$ cat config.mk
export PLATFORM = sky130hd
export DESIGN_NAME = irq_ctrl_flat
export DESIGN_NICKNAME = d
export VERILOG_FILES = /design/src/rtl/irq_ctrl_pkg.sv /design/src/rtl/irq_ctrl_if.sv /design/src/rtl/irq_ctrl_prio_enc.sv /design/src/rtl/irq_ctrl.sv /design/src/flat_wrapper.sv
export SDC_FILE = /design/constraint.sdc
export NUM_CORES = 1
export LEC_CHECK = 0
export CORE_MARGIN = 4
export CORE_UTILIZATION = 31
export DETAILED_ROUTE_END_ITERATION = 7
export PLACE_DENSITY = 0.77
export SLEW_MARGIN = 20
export SYNTH_ARGS = -nofsm -noshare
export SYNTH_HDL_FRONTEND = slang
export SYNTH_SLANG_ARGS = --single-unit
$ cat constraint.sdc
create_clock -name clk -period 1.2 [get_ports clk]
set_input_delay 0.36 -clock clk [delete_from_list [all_inputs] [get_ports clk]]
set_output_delay 0.36 -clock clk [all_outputs]
set_load 0.05 [all_outputs]
$ cat src/rtl/irq_ctrl_pkg.sv
// ---------------------------------------------------------------------------
// irq_pkg
//   Shared definitions for the interrupt controller: software register map
//   and the request/service state encoding.
// ---------------------------------------------------------------------------
package irq_pkg;

    // Register map (bus addr field).
    localparam logic [1:0] IRQ_ENABLE  = 2'd0;  // rw, one enable bit per source
    localparam logic [1:0] IRQ_PENDING = 2'd1;  // r, write-1-to-clear
    localparam logic [1:0] IRQ_STATUS  = 2'd2;  // r, {pad, busy, irq_id}
    localparam logic [1:0] IRQ_GIE     = 2'd3;  // rw, bit 0 global enable

    // Request handshake state.
    typedef enum logic [1:0] {
        IDLE    = 2'd0,
        REQ     = 2'd1,
        SERVICE = 2'd2
    } irq_state_e;

endpackage

$ cat src/rtl/irq_ctrl_if.sv
// ---------------------------------------------------------------------------
// irq_ctrl_if
//   Groups the software register port and the core request handshake.
//   master : bus/core side (drives strobes, write data, ack/done)
//   slave  : interrupt controller (drives rdata, irq_req, irq_id)
//   Signals:
//     wr_en, rd_en  one-cycle register strobes
//     addr, wdata   register select / write data
//     rdata         read data, valid the cycle after rd_en
//     irq_req       request to core
//     irq_id        id of the requested / in-service source
//     irq_ack       core accepts the request (pulse)
//     irq_done      core finished the handler (pulse)
// ---------------------------------------------------------------------------
interface irq_ctrl_if #(
    parameter int ID_W = 2
);
    logic            wr_en;
    logic            rd_en;
    logic [1:0]      addr;
    logic [31:0]     wdata;
    logic [31:0]     rdata;
    logic            irq_req;
    logic [ID_W-1:0] irq_id;
    logic            irq_ack;
    logic            irq_done;

    modport master (
        output wr_en, rd_en, addr, wdata, irq_ack, irq_done,
        input  rdata, irq_req, irq_id
    );

    modport slave (
        input  wr_en, rd_en, addr, wdata, irq_ack, irq_done,
        output rdata, irq_req, irq_id
    );
endinterface

$ cat src/rtl/irq_ctrl_prio_enc.sv
// ---------------------------------------------------------------------------
// irq_prio_enc
//   Combinational fixed-priority encoder; index 0 has the highest priority.
//   Ports:
//     req    in  NUM_SRC  request vector
//     valid  out 1        at least one request set
//     id     out ID_W     index of the lowest set bit (0 when none)
// ---------------------------------------------------------------------------
module irq_prio_enc #(
    parameter int NUM_SRC = 4,
    parameter int ID_W    = 2
) (
    input  logic [NUM_SRC-1:0] req,
    output logic               valid,
    output logic [ID_W-1:0]    id
);

    // NOTE: every output of an always_comb gets a default before any branch,
    // otherwise an unassigned path infers a latch.
    always_comb begin
        valid = 1'b0;
        id    = '0;
        // Walk from the lowest-priority end so the last hit is the winner.
        for (int i = NUM_SRC - 1; i >= 0; i--) begin
            if (req[i]) begin
                valid = 1'b1;
                id    = ID_W'(i);
            end
        end
    end

endmodule

$ cat src/rtl/irq_ctrl.sv
// ---------------------------------------------------------------------------
// irq_ctrl
//   Interrupt controller: latches source lines into pending bits, masks them
//   with per-source enables and a global enable, picks the lowest eligible
//   index and runs a req/ack/done handshake with the core. One interrupt in
//   service at a time.
//   Ports:
//     clk      in   rising-edge clock
//     rst_n    in   asynchronous active-low reset
//     irq_src  in   raw interrupt lines (bit 0 = timer Counter int)
//     bus      slave modport of irq_ctrl_if (register port + handshake)
// ---------------------------------------------------------------------------
module irq_ctrl
    import irq_pkg::*;
#(
    parameter int NUM_SRC  = 4,
    parameter int ID_W     = 2,
    parameter int SRC_EDGE = 0
) (
    input  logic               clk,
    input  logic               rst_n,
    input  logic [NUM_SRC-1:0] irq_src,
    irq_ctrl_if.slave          bus
);

    logic [NUM_SRC-1:0] src_prev_q, src_prev_d;
    logic [NUM_SRC-1:0] pending_q,  pending_d;
    logic [NUM_SRC-1:0] enable_q,   enable_d;
    logic               gie_q,      gie_d;
    irq_state_e         state_q,    state_d;
    logic [ID_W-1:0]    id_q,       id_d;
    logic [31:0]        rdata_q,    rdata_d;

    logic [NUM_SRC-1:0] eligible;
    logic [NUM_SRC-1:0] set_vec;
    logic [NUM_SRC-1:0] clr_vec;
    logic               win_valid;
    logic [ID_W-1:0]    win_id;
    logic               wr_enable;
    logic               wr_pending;
    logic               wr_gie;
    logic               ack_take;
    logic               busy;
    logic               unused_wdata;

    assign wr_enable  = bus.wr_en && (bus.addr == IRQ_ENABLE);
    assign wr_pending = bus.wr_en && (bus.addr == IRQ_PENDING);
    assign wr_gie     = bus.wr_en && (bus.addr == IRQ_GIE);
    assign ack_take   = (state_q == REQ) && bus.irq_ack;
    assign busy       = (state_q == SERVICE);
    assign unused_wdata = ^bus.wdata[31:NUM_SRC];

    assign eligible = pending_q & enable_q & {NUM_SRC{gie_q}};

    // Level mode pends on every high cycle; edge mode only on a 0->1 step.
    assign set_vec = (SRC_EDGE != 0) ? (irq_src & ~src_prev_q) : irq_src;

    irq_prio_enc #(
        .NUM_SRC (NUM_SRC),
        .ID_W    (ID_W)
    ) u_prio_enc (
        .req   (eligible),
        .valid (win_valid),
        .id    (win_id)
    );

    // Pending/enable/gie next state. Set is OR-ed in after the clear so a
    // source firing in the same cycle as a W1C or an ack stays pending.
    always_comb begin
        clr_vec = '0;
        if (wr_pending) begin
            clr_vec = bus.wdata[NUM_SRC-1:0];
        end
        if (ack_take) begin
            clr_vec[id_q] = 1'b1;
        end
        pending_d  = (pending_q & ~clr_vec) | set_vec;
        enable_d   = wr_enable ? bus.wdata[NUM_SRC-1:0] : enable_q;
        gie_d      = wr_gie ? bus.wdata[0] : gie_q;
        src_prev_d = irq_src;
    end

    // Handshake FSM. The id is latched on entry to REQ and frozen until the
    // controller returns to IDLE, so a later higher-priority source waits.
    always_comb begin
        state_d = state_q;
        id_d    = id_q;
        case (state_q)
            IDLE: begin
                if (win_valid) begin
                    state_d = REQ;
                    id_d    = win_id;
                end
            end
            REQ: begin
                // Ack takes precedence over a simultaneous loss of eligibility.
                if (bus.irq_ack) begin
                    state_d = SERVICE;
                end else if (!eligible[id_q]) begin
                    state_d = IDLE;
                end
            end
            SERVICE: begin
                if (bus.irq_done) begin
                    state_d = IDLE;
                end
            end
            default: state_d = IDLE;
        endcase
    end

    // Read data is captured only on rd_en and held otherwise.
    always_comb begin
        rdata_d = rdata_q;
        if (bus.rd_en) begin
            case (bus.addr)
                IRQ_ENABLE:  rdata_d = 32'(enable_q);
                IRQ_PENDING: rdata_d = 32'(pending_q);
                IRQ_STATUS:  rdata_d = 32'({busy, id_q});
                IRQ_GIE:     rdata_d = 32'(gie_q);
                default:     rdata_d = '0;
            endcase
        end
    end

    // NOTE: state flops use non-blocking assignments so every flop samples
    // the pre-edge value of the others, independent of statement order.
    always_ff @(posedge clk or negedge rst_n) begin
        if (!rst_n) begin
            src_prev_q <= '0;
            pending_q  <= '0;
            enable_q   <= '0;
            gie_q      <= 1'b0;
            state_q    <= IDLE;
            id_q       <= '0;
            rdata_q    <= '0;
        end else begin
            src_prev_q <= src_prev_d;
            pending_q  <= pending_d;
            enable_q   <= enable_d;
            gie_q      <= gie_d;
            state_q    <= state_d;
            id_q       <= id_d;
            rdata_q    <= rdata_d;
        end
    end

    // irq_req is a pure function of state, so reset drops it immediately and
    // there is no combinational path from irq_ack.
    assign bus.irq_req = (state_q == REQ);
    assign bus.irq_id  = id_q;
    assign bus.rdata   = rdata_q;

endmodule

$ cat src/flat_wrapper.sv
// flat-port wrapper written by rule: the top's interface ports become plain ports
module irq_ctrl_flat import irq_pkg::*;
#(
    parameter int NUM_SRC  = 4,
    parameter int ID_W     = 2,
    parameter int SRC_EDGE = 0
)
  (clk, rst_n, irq_src, bus_wr_en, bus_rd_en, bus_addr, bus_wdata, bus_irq_ack, bus_irq_done, bus_rdata, bus_irq_req, bus_irq_id);
  irq_ctrl_if #(.ID_W(ID_W)) bus_i ();
  input  logic clk;
  input  logic rst_n;
  input  logic [NUM_SRC-1:0] irq_src;
  input wire logic [$bits(bus_i.wr_en)-1:0] bus_wr_en;
  input wire logic [$bits(bus_i.rd_en)-1:0] bus_rd_en;
  input wire logic [$bits(bus_i.addr)-1:0] bus_addr;
  input wire logic [$bits(bus_i.wdata)-1:0] bus_wdata;
  input wire logic [$bits(bus_i.irq_ack)-1:0] bus_irq_ack;
  input wire logic [$bits(bus_i.irq_done)-1:0] bus_irq_done;
  output wire logic [$bits(bus_i.rdata)-1:0] bus_rdata;
  output wire logic [$bits(bus_i.irq_req)-1:0] bus_irq_req;
  output wire logic [$bits(bus_i.irq_id)-1:0] bus_irq_id;
  assign bus_i.wr_en = bus_wr_en;
  assign bus_i.rd_en = bus_rd_en;
  assign bus_i.addr = bus_addr;
  assign bus_i.wdata = bus_wdata;
  assign bus_i.irq_ack = bus_irq_ack;
  assign bus_i.irq_done = bus_irq_done;
  assign bus_rdata = bus_i.rdata;
  assign bus_irq_req = bus_i.irq_req;
  assign bus_irq_id = bus_i.irq_id;
  irq_ctrl #(.NUM_SRC(NUM_SRC), .ID_W(ID_W), .SRC_EDGE(SRC_EDGE)) u_core (.clk(clk), .rst_n(rst_n), .irq_src(irq_src), .bus(bus_i));
endmodule
== After elaboration in Yosys (flattened, before gate mapping) ==
Index checks and enable logic that the tools add are counted.

* Bits in registers: 45
* Input port bits: 44
* Output and inout port bits: 35

* $lt $le $gt $ge: 2
* Equality and inequality tests: 8
* Multiplexer cells: 20
* Bitwise gates (word level): 6
* Reduce and logical (&&, ||, !) cells: 9

{| class="wikitable"
|+ Operators with widths
! operator !! count
|-
| one-hot mux 32 bit (4 select lines) || 1
|-
| two-way mux 2 bit || 8
|-
| bitwise AND 4 bit || 3
|-
| two-way mux 4 bit || 2
|-
| bitwise OR 4 bit || 2
|-
| equality test 2 bit, second input constant || 3
|-
| two-way mux 1 bit || 6
|-
| one-hot mux 2 bit (3 select lines) || 1
|-
| logical AND 1 bit || 5
|-
| equality test 2 x 1 -> 1 bit, second input constant || 2
|-
| zero test 2 bit || 2
|-
| != test 2 bit, second input constant || 2
|-
| inverter 4 bit || 1
|-
| less-than comparator 2 x 3 -> 1 bit, second input constant || 1
|-
| != test 3 bit, second input constant || 1
|-
| AND reduction 3 bit || 1
|-
| binary-select mux 1 bit (select 2 bit) || 1
|-
| demux 1 bit (select 2 bit) || 1
|-
| greater-or-equal comparator 2 x 1 -> 1 bit, second input constant || 1
|-
| AND reduction 2 bit || 1
|}

== Logic depth before layout (Yosys ltp) ==
Gate-level depths: netlist (run 1).

* Depth after elaboration: 9
* Depth in mapped cells: 5

== Modules after synthesis ==
From an unflattened synthesis (run 1), not the netlist that was laid out.

* Cells, all modules: 105
* Area, all modules: 1,099.8 um2

{| class="wikitable"
|+ By module, submodules not included
! module !! instances !! cells each !! area each (um2) !! seq. area each (um2)
|-
| irq_ctrl || 1 || 98 || 1,064.8 || 425.4
|-
| irq_prio_enc || 1 || 7 || 35.0 || 0.0
|}

== Worst setup path after synthesis (run 1) ==
OpenSTA, ideal clock, no wires.

* Kind: register to register
* From: register u_core.state_q[1]
* To: register u_core.pending_q[3]
* Arrival: 1,578 ps
* Path slack: -499 ps
* Stages on the path, launching flop included: 4
* Buffers on the path: 0
* Path through: dfrtp_1 -> nor2b_1 -> nand4_1 -> a31o_2

* Cells in the longest elaborated chain, start to end: 6

{| class="wikitable"
|+ Ends and longest elaborated chain
! item !! line !! RTL
|-
| from (decl) || irq_ctrl.sv:30 || <nowiki>irq_state_e state_q, state_d;</nowiki>
|-
| from (signal assigned) || irq_ctrl.sv:142 || <nowiki>state_q <= state_d;</nowiki>
|-
| equality test 2 x 1 -> 1 bit || -- ||
|-
| via bus_irq_req || flat_wrapper.sv:20 || <nowiki>output wire logic [$bits(bus_i.irq_req)-1:0] bus_irq_req;</nowiki>
|-
| logical AND 1 bit || irq_ctrl.sv:49 || <nowiki>assign ack_take = (state_q == REQ) && bus.irq_ack;</nowiki>
|-
| two-way mux 4 bit || irq_ctrl.sv:74 || <nowiki>if (ack_take) begin</nowiki>
|-
| inverter 4 bit || irq_ctrl.sv:77 || <nowiki>pending_d = (pending_q & ~clr_vec) | set_vec;</nowiki>
|-
| bitwise AND 4 bit || irq_ctrl.sv:77 ||
|-
| bitwise OR 4 bit || irq_ctrl.sv:77 ||
|-
| via u_core.pending_d[3] || irq_ctrl.sv:27 || <nowiki>logic [NUM_SRC-1:0] pending_q, pending_d;</nowiki>
|-
| to (signal assigned) || irq_ctrl.sv:139 || <nowiki>pending_q <= pending_d;</nowiki>
|-
| to (decl) || irq_ctrl.sv:27 ||
|}

The timed path passes the listed nets, and every way through them passes these cells.
A chain may end at the register's enable or synchronous reset.

== Worst setup path after layout (run 1) ==
* From: register u_core.state_q[1]
* To: output port bus_irq_req

* Cells in the longest elaborated chain, start to end: 1

{| class="wikitable"
|+ Ends and longest elaborated chain
! item !! line !! RTL
|-
| equality test 2 x 1 -> 1 bit || irq_ctrl.sv:150 || <nowiki>assign bus.irq_req = (state_q == REQ);</nowiki>
|-
| to (decl) || flat_wrapper.sv:20 ||
|}

Every way passes these cells.

==> impl_metrics.csv, run 1 <==
group,metric,value,unit
routing,met3_length,156,um
placement,detailed_place_hpwl,2090,um
worst_setup_path,timing_worst_setup_path_type,"reg2out",
floorplanning,total_number_of_placement_rows,21,
pwr,power.clock.fraction,9.2,%
pwr,sequentialPowerShare,25.9,%
worst_setup_path,source_of_the_critical_timing_path,"u_core.state_q[1]",
pwr,p_leak,0.783,nW
synthesis,yosys_reg_bits,17,
synthesis,area_share_of_the_largest_cell_type_after_synthesis,39.6,%
worst_setup_path,critical_path.reg2reg.endpoint,"u_core.bus.irq_id[0]",
final_layout,layout.nets,210,
pwr,netSwitchingPower,1.28,mW
worst_setup_path,path_delay_family,"flip-flops",
routing,route.final.wire_length,2650,um
worst_setup_path,required_arrival_time_at_the_worst_endpoint,0.84,ns
global_route,antenna_found_initial,0,
final_layout,finalNonFillerCells,211,
worst_setup_path,critical_path_buf_inv_count,2,
timing,fin_hold_ws,0.404,ns
floorplanning,core-area,3340,um^2
timing,timing.final.crit_period,1.44,ns
clock_network,clock-root-buffer,"sky130_fd_sc_hd__clkbuf_4",
placement,preCtsSetupSlack,-0.596,ns
pwr,power_density,1930,nW/um^2
synthesis,yosys_warning_count,0,
floorplanning,area_enclosed_by_the_die_boundary,4470,um^2
final_layout,antenna_cells,0,
routing,maxUsedRoutingLayer,"met4",
global_route,via_count_of_the_first_global_routing_pass,898,
floorplanning,chip_height,66.9,um
worst_setup_path,setup.worst_path.end_class,"output port",
timing,hold_viol_final,0,
worst_setup_path,rrSetupSlack,-0.17,ns
worst_setup_path,cp-start-kind,"flip-flop",
synthesis,netlist_instances,107,
final_layout,final_core_density,50.4,%
worst_setup_path,timing.critical_path.fanout_max,2,
placement,dpl-instance-area,1500,um^2
global_route,grt_start_max_net_pins,18,
worst_setup_path,timing.critical_path.arrival,1.08,ns
min_path,holdCritPathClass,"in2async",
worst_setup_path,critical_path.reg2reg.startpoint,"u_core.state_q[1]",
synthesis,async_reset_ff_share,100,%
synthesis,syn_area_per_cell,10.0,um^2
worst_setup_path,rr_worst_depth,5,
routing,drtIter0Drc,17,
global_route,wire_length_of_the_first_global_routing_pass,4090,um
pwr,sw_frac_of_total,39.6,%
synthesis,edff_count_synth,0,
routing,routed-via-count,885,
clock_network,numCtsBuffers,3,
pwr,max-vdd-ir-drop,596,uV
clock_network,tritoncts_num_sinks,17,
synthesis,ys_top_cells_by_area,"sky130_fd_sc_hd__dfrtp_1 40%, sky130_fd_sc_hd__buf_4 20%, sky130_fd_sc_hd__mux2_2 7.3%",
routing,wl_met2,1460,um
placement,placement.io_buffers,22,
final_layout,regArea,428,um^2
floorplanning,io_pins,79,
timing,setup_viol_count_final,15,
clock_network,cts.clk_slew.worst_paths,0.10,ns
clock_network,htree_levels,1,
final_layout,design_area,1680,um^2
worst_setup_path,slowest_delay,0.40,ns
routing,antenna_violating_nets_post_route,0,
worst_setup_path,critical_path.slowest_cell,"sky130_fd_sc_hd__dfrtp_1",
final_layout,combined_area_of_the_multi_input_logic_cells,589,um^2
clock_network,cts_hold_repair.buffers,0,
clock_network,clk-insertion-delay-late,0.28,ns
routing,drt-vias-per-instance,4.19,
synthesis,ys_seq_area_share,39.6,%
global_route,congestion_overflow_gr,0,
clock_network,cts_max_path_buffers,2,
timing,skew,0.00657,ns
floorplanning,dieWidth,66.9,um
timing,grt_setup_unrepaired,"yes",
pwr,p_int,1.95,mW
final_layout,layout.cells.most_common_list,"28 x sky130_fd_sc_hd__conb_1, 27 x sky130_fd_sc_hd__buf_4, 15 x sky130_fd_sc_hd__dfrtp_1",
run_status,outcome,"complete, but fails checks",
final_layout,fillerInstances,305,
floorplanning,initial_utilization,32.2,%
synthesis,synthesized_cell_area,1070,um^2
synthesis,synthDominantAreaCellType,"sky130_fd_sc_hd__dfrtp_1",
worst_setup_path,crit_chain,"buf_6, nor2b_4, buf_12",
timing,fin_ws,-0.244,ns
final_layout,areaGrowthSynthToFinish,56.3,%
timing,maxClockFrequency,693,MHz
synthesis,ys_dominant_reg_cell,"sky130_fd_sc_hd__dfrtp_1",
synthesis,number_of_library_cell_types_mapped_by_synthesis,26,
global_route,grt_usage,12.4,%
timing,final_max_slew_viol_count,0,
routing,avgRoutedWirePerCell,12.6,um
clock_network,tritoncts,"built",
pwr,part_of_the_total_power_dissipated_in_combinational_logic,64.9,%
routing,remaining_drc_errors,0,
final_layout,mostFrequentLayoutCell,"sky130_fd_sc_hd__conb_1",
placement,instance_count_after_placement_with_tap_cells_included,193,
placement,routabilityCongestion,0.813,
final_layout,drive_gt1_share,43.6,%
run,maxCapViolCount,0,
run_status,violated_checks,"negative setup slack",
routing,wl_met1,1020,um
timing,fin_crit_sh,120,%
routing,detail_route.first_pass.iterations,4,
==> metal layers <==
metal / vias to the layer above / global-route usage (%)
li1: 429 / -
met1: 426 / 13.5
met4: 0 / 2.28
met2: 28 / 24.0
met5: - / 0
met3: 2 / 2.87
==> cell usage after synthesis (2+ instances only) <==
cell and count:
sky130_fd_sc_hd__nor2_1 5, sky130_fd_sc_hd__nand3_1 2, sky130_fd_sc_hd__nand2b_1 2, sky130_fd_sc_hd__a21oi_1 8
sky130_fd_sc_hd__mux2_2 7, sky130_fd_sc_hd__nand3b_1 3, sky130_fd_sc_hd__a31o_2 4, sky130_fd_sc_hd__mux4_2 2
sky130_fd_sc_hd__nand2_1 12, sky130_fd_sc_hd__dfrtp_1 17, sky130_fd_sc_hd__mux2i_1 2, sky130_fd_sc_hd__buf_4 28
sky130_fd_sc_hd__o21ai_0 2
==> power groups by stage <==
| stage | logic, mW | registers, mW | clock network (mW) |
|---|---|---|---|
| after floorplan | 0.740 | 1.08 | 0 |
| after global placement | 1.65 | 0.858 | 0 |
| final | 2.10 | 0.838 | 0.297 |
| after detailed placement | 1.68 | 0.862 | 0 |
| after global routing | 2.21 | 0.860 | 0.340 |
| after CTS | 2.04 | 0.835 | 0.304 |
==> final cells by class <==
type / count / share of cell area, %
clock buffer: 4 / 1.56
multi-input combinational: 87 / 35.1
sequential: 17 / 25.5
tap: 46 / 3.43
timing repair buffer: 57 / 34.5
==> worst max-delay path by stage <==
stage | to | depth (start not counted) | slack, ns
2_1_floorplan | u_core.bus.rdata[0] | 2 | -0.17
3_3_place_gp | u_core.pending_q[0] | 6 | -0.56
3_5_place_dp | u_core.pending_q[1] | 6 | -0.60
4_1_cts | bus_irq_req | 3 | -0.24
5_1_grt | bus_irq_req | 3 | -0.31
6_report | bus_irq_req | 3 | -0.24
==> sequential cells by signal, summed over array words and instances (netlist names) <==
register and flops:
u_core.bus.rdata 4, u_core.enable_q 4, u_core.pending_q 4, u_core.bus.irq_id 2
u_core.state_q 2, u_core.gie_q 1
==> metrics by stage <==
step	power (mW)	TNS, ns
2_1_floorplan	1.82	-0.542
3_3_place_gp	2.51	-6.97
3_5_place_dp	2.54	-7.36
4_1_cts	3.18	-1.36
5_1_grt	3.41	-2.32
6_report	3.24	-1.52
==> logic make-up after synthesis <==
group                  Yosys count  synth area share (%)
AOI/OAI and AO/OA               15                  8.38
buffers and inverters           30                  21.1
DFF                             17                  39.6
muxes                           12                  14.8
other                            1                 0.349
and+or+nand+nor                 32                  15.8
==> timing repair <==
action | 4_1_cts | 5_1_grt
buffers inserted | 13 | 1
pin swaps | 9 | 7
gates resized for setup | 16 | 8
endpoints found under the setup margin | 23 | 22
Power figures use the tool's default switching activity.
==> run 2, diff against run 1 <==
--- a/config.mk
+++ b/config.mk
@@ -5,10 +5,10 @@
 export SDC_FILE = /design/constraint.sdc
 export NUM_CORES = 1
 export LEC_CHECK = 0
-export CORE_MARGIN = 4
-export CORE_UTILIZATION = 31
+export CORE_MARGIN = 2
+export CORE_UTILIZATION = 34
 export DETAILED_ROUTE_END_ITERATION = 7
-export PLACE_DENSITY = 0.77
+export PLACE_DENSITY = 0.8
 export SLEW_MARGIN = 20
 export SYNTH_ARGS = -nofsm -noshare
 export SYNTH_HDL_FRONTEND = slang
==> constraint.sdc (replaced) <==
create_clock -name clk -period 1.55 [get_ports clk]
set_input_delay 0.465 -clock clk [delete_from_list [all_inputs] [get_ports clk]]
set_output_delay 0.465 -clock clk [all_outputs]
set_load 0.05 [all_outputs]
==> run 2 against run 1 <==
  * The run now ends clean
  * Combinational power is 47% lower
  * Setup slack better by 0.26 ns
  * Critical path type unchanged
  * Count of clock-buffer cells in the layout is 1 lower
  * Design area is 15% lower
  * Clock skew hardly changed
  * Critical path depth is 1 lower
  * Flip-flop and latch count stayed put
  * Wire length is 15% lower
==> impl_metrics.csv, run 2 (same netlist as run 1, synthesis figures left out) <==
group,metric,value,unit
worst_setup_path,timing.critical_path.arrival,1.07,ns
final_layout,drive_gt1_share,28.4,%
placement,instance_count_after_placement_with_tap_cells_included,178,
final_layout,areaGrowthSynthToFinish,32.6,%
timing,fin_crit_sh,99.0,%
timing,timing.final.crit_period,1.54,ns
final_layout,mostFrequentLayoutCell,"sky130_fd_sc_hd__conb_1",
timing,hold_viol_final,0,
pwr,power_density,1450,nW/um^2
worst_setup_path,timing_worst_setup_path_type,"reg2out",
floorplanning,chip_height,60.2,um
routing,antenna_violating_nets_post_route,0,
global_route,grt_usage,13.6,%
worst_setup_path,critical_path.slowest_cell,"sky130_fd_sc_hd__dfrtp_2",
worst_setup_path,timing.critical_path.fanout_max,3,
final_layout,layout.cells.most_common_list,"28 x sky130_fd_sc_hd__conb_1, 15 x sky130_fd_sc_hd__dfrtp_1, 12 x sky130_fd_sc_hd__nand2_1, 12 x sky130_fd_sc_hd__clkdlybuf4s50_1, 11 x sky130_fd_sc_hd__buf_4",
routing,detail_route.first_pass.iterations,4,
final_layout,antenna_cells,0,
routing,routed-via-count,816,
global_route,wire_length_of_the_first_global_routing_pass,3530,um
placement,placement.io_buffers,22,
run_status,outcome,"completed",
global_route,congestion_overflow_gr,0,
pwr,p_leak,0.650,nW
global_route,met2_usage,22.4,%
routing,drtIter0Drc,15,
clock_network,htree_levels,1,
global_route,most_heavily_used_metal_layer_in_global_routing,"met2",
clock_network,numCtsBuffers,3,
global_route,grt_start_max_net_pins,18,
global_route,via_count_of_the_first_global_routing_pass,789,
timing,setup_viol_count_final,0,
routing,drt-vias-per-instance,4.41,
floorplanning,initial_utilization,35.5,%
global_route,use_met1,16.2,%
global_route,groute.layer.met3.usage,2.60,%
run,maxCapViolCount,0,
pwr,max-vdd-ir-drop,718,uV
placement,routabilityCongestion,0.845,
placement,detailed_place_hpwl,1700,um
global_route,antenna_found_initial,0,
min_path,holdCritPathClass,"in2async",
timing,maxClockFrequency,651,MHz
final_layout,final_core_density,47.1,%
worst_setup_path,setup.worst_path.end_class,"output port",
timing,fin_tns_setup,0,ns
worst_setup_path,path_delay_family,"flip-flops",
timing,fin_hold_ws,0.477,ns
routing,route.final.wire_length,2260,um
timing,final_max_slew_viol_count,0,
clock_network,clk-insertion-delay-late,0.30,ns
clock_network,cts_max_path_buffers,2,
timing,grt_setup_unrepaired,"yes",
floorplanning,dieWidth,60.2,um
clock_network,tritoncts,"built",
routing,remaining_drc_errors,0,
floorplanning,core-area,3030,um^2
final_layout,layout.nets,186,
clock_network,tritoncts_num_sinks,17,
floorplanning,io_pins,79,
floorplanning,area_enclosed_by_the_die_boundary,3630,um^2
floorplanning,total_number_of_placement_rows,20,
worst_setup_path,slowest_delay,0.45,ns
final_layout,finalNonFillerCells,185,
clock_network,cts.clk_slew.worst_paths,0.10,ns
clock_network,cts_hold_repair.buffers,0,
worst_setup_path,cp-start-kind,"flip-flop",
timing,skew,0.00689,ns
worst_setup_path,crit_chain,"nor2b_4, buf_12",
routing,avgRoutedWirePerCell,12.2,um
worst_setup_path,critical_path_buf_inv_count,1,
worst_setup_path,required_arrival_time_at_the_worst_endpoint,1.08,ns
clock_network,clock-root-buffer,"sky130_fd_sc_hd__clkbuf_4",
run 2: worst paths after layout:
check / start / endpoint / slack (ns) / cells past startpoint
hold reg to reg: u_core.enable_q[2] / u_core.enable_q[2] / 0.56 / 1
hold / removal: rst_n / u_core.state_q[1] / 0.48 / 2
setup / recovery: u_core.state_q[1] / bus_irq_req / 0.01 / 2
setup reg to reg: u_core.state_q[1] / u_core.bus.irq_id[0] / 0.10 / 4
max in group asynchronous: rst_n / u_core.bus.irq_id[0] / 0.87 / 2
min in group clk: u_core.enable_q[2] / u_core.enable_q[2] / 0.56 / 1
run 2: final cells by class:
class | instances | area, um^2
clock buffers | 3 | 22.5
clock inverters | 1 | 5.00
fillers | 310 | 1600
multi-input cells | 87 | 538
flip-flops and latches | 17 | 428
well taps | 44 | 55.1
repair buffers | 33 | 377
run 2: what timing repair did:
action,in CTS,in global routing
endpoints found under the setup margin,10,11
pin swaps,0,2
gates resized for setup,3,4
setup buffers,2,1
gates cloned,0,0
run 2: metrics by stage:
step           power [mW]  area [um^2]  setup WS, ns
6_report             2.06         1430        0.0149
2_1_floorplan        1.36         1180        0.0695
3_3_place_gp         1.72         1360        -0.434
5_1_grt              2.17         1430       -0.0224
4_1_cts              2.05         1410       0.00115
3_5_place_dp         1.75         1360        -0.433
run 2: per-layer routing:
layer	vias to the layer above	routed length, um
li1	380	-
met1	386	894
met2	43	1140
met3	7	156
met4	0	68
met5	-	0
run 2: report_power, final:
part	internal (mW)	switching (mW)
clock network	0.0962	0.142
logic	0.509	0.600
registers	0.557	0.158
total	1.16	0.900
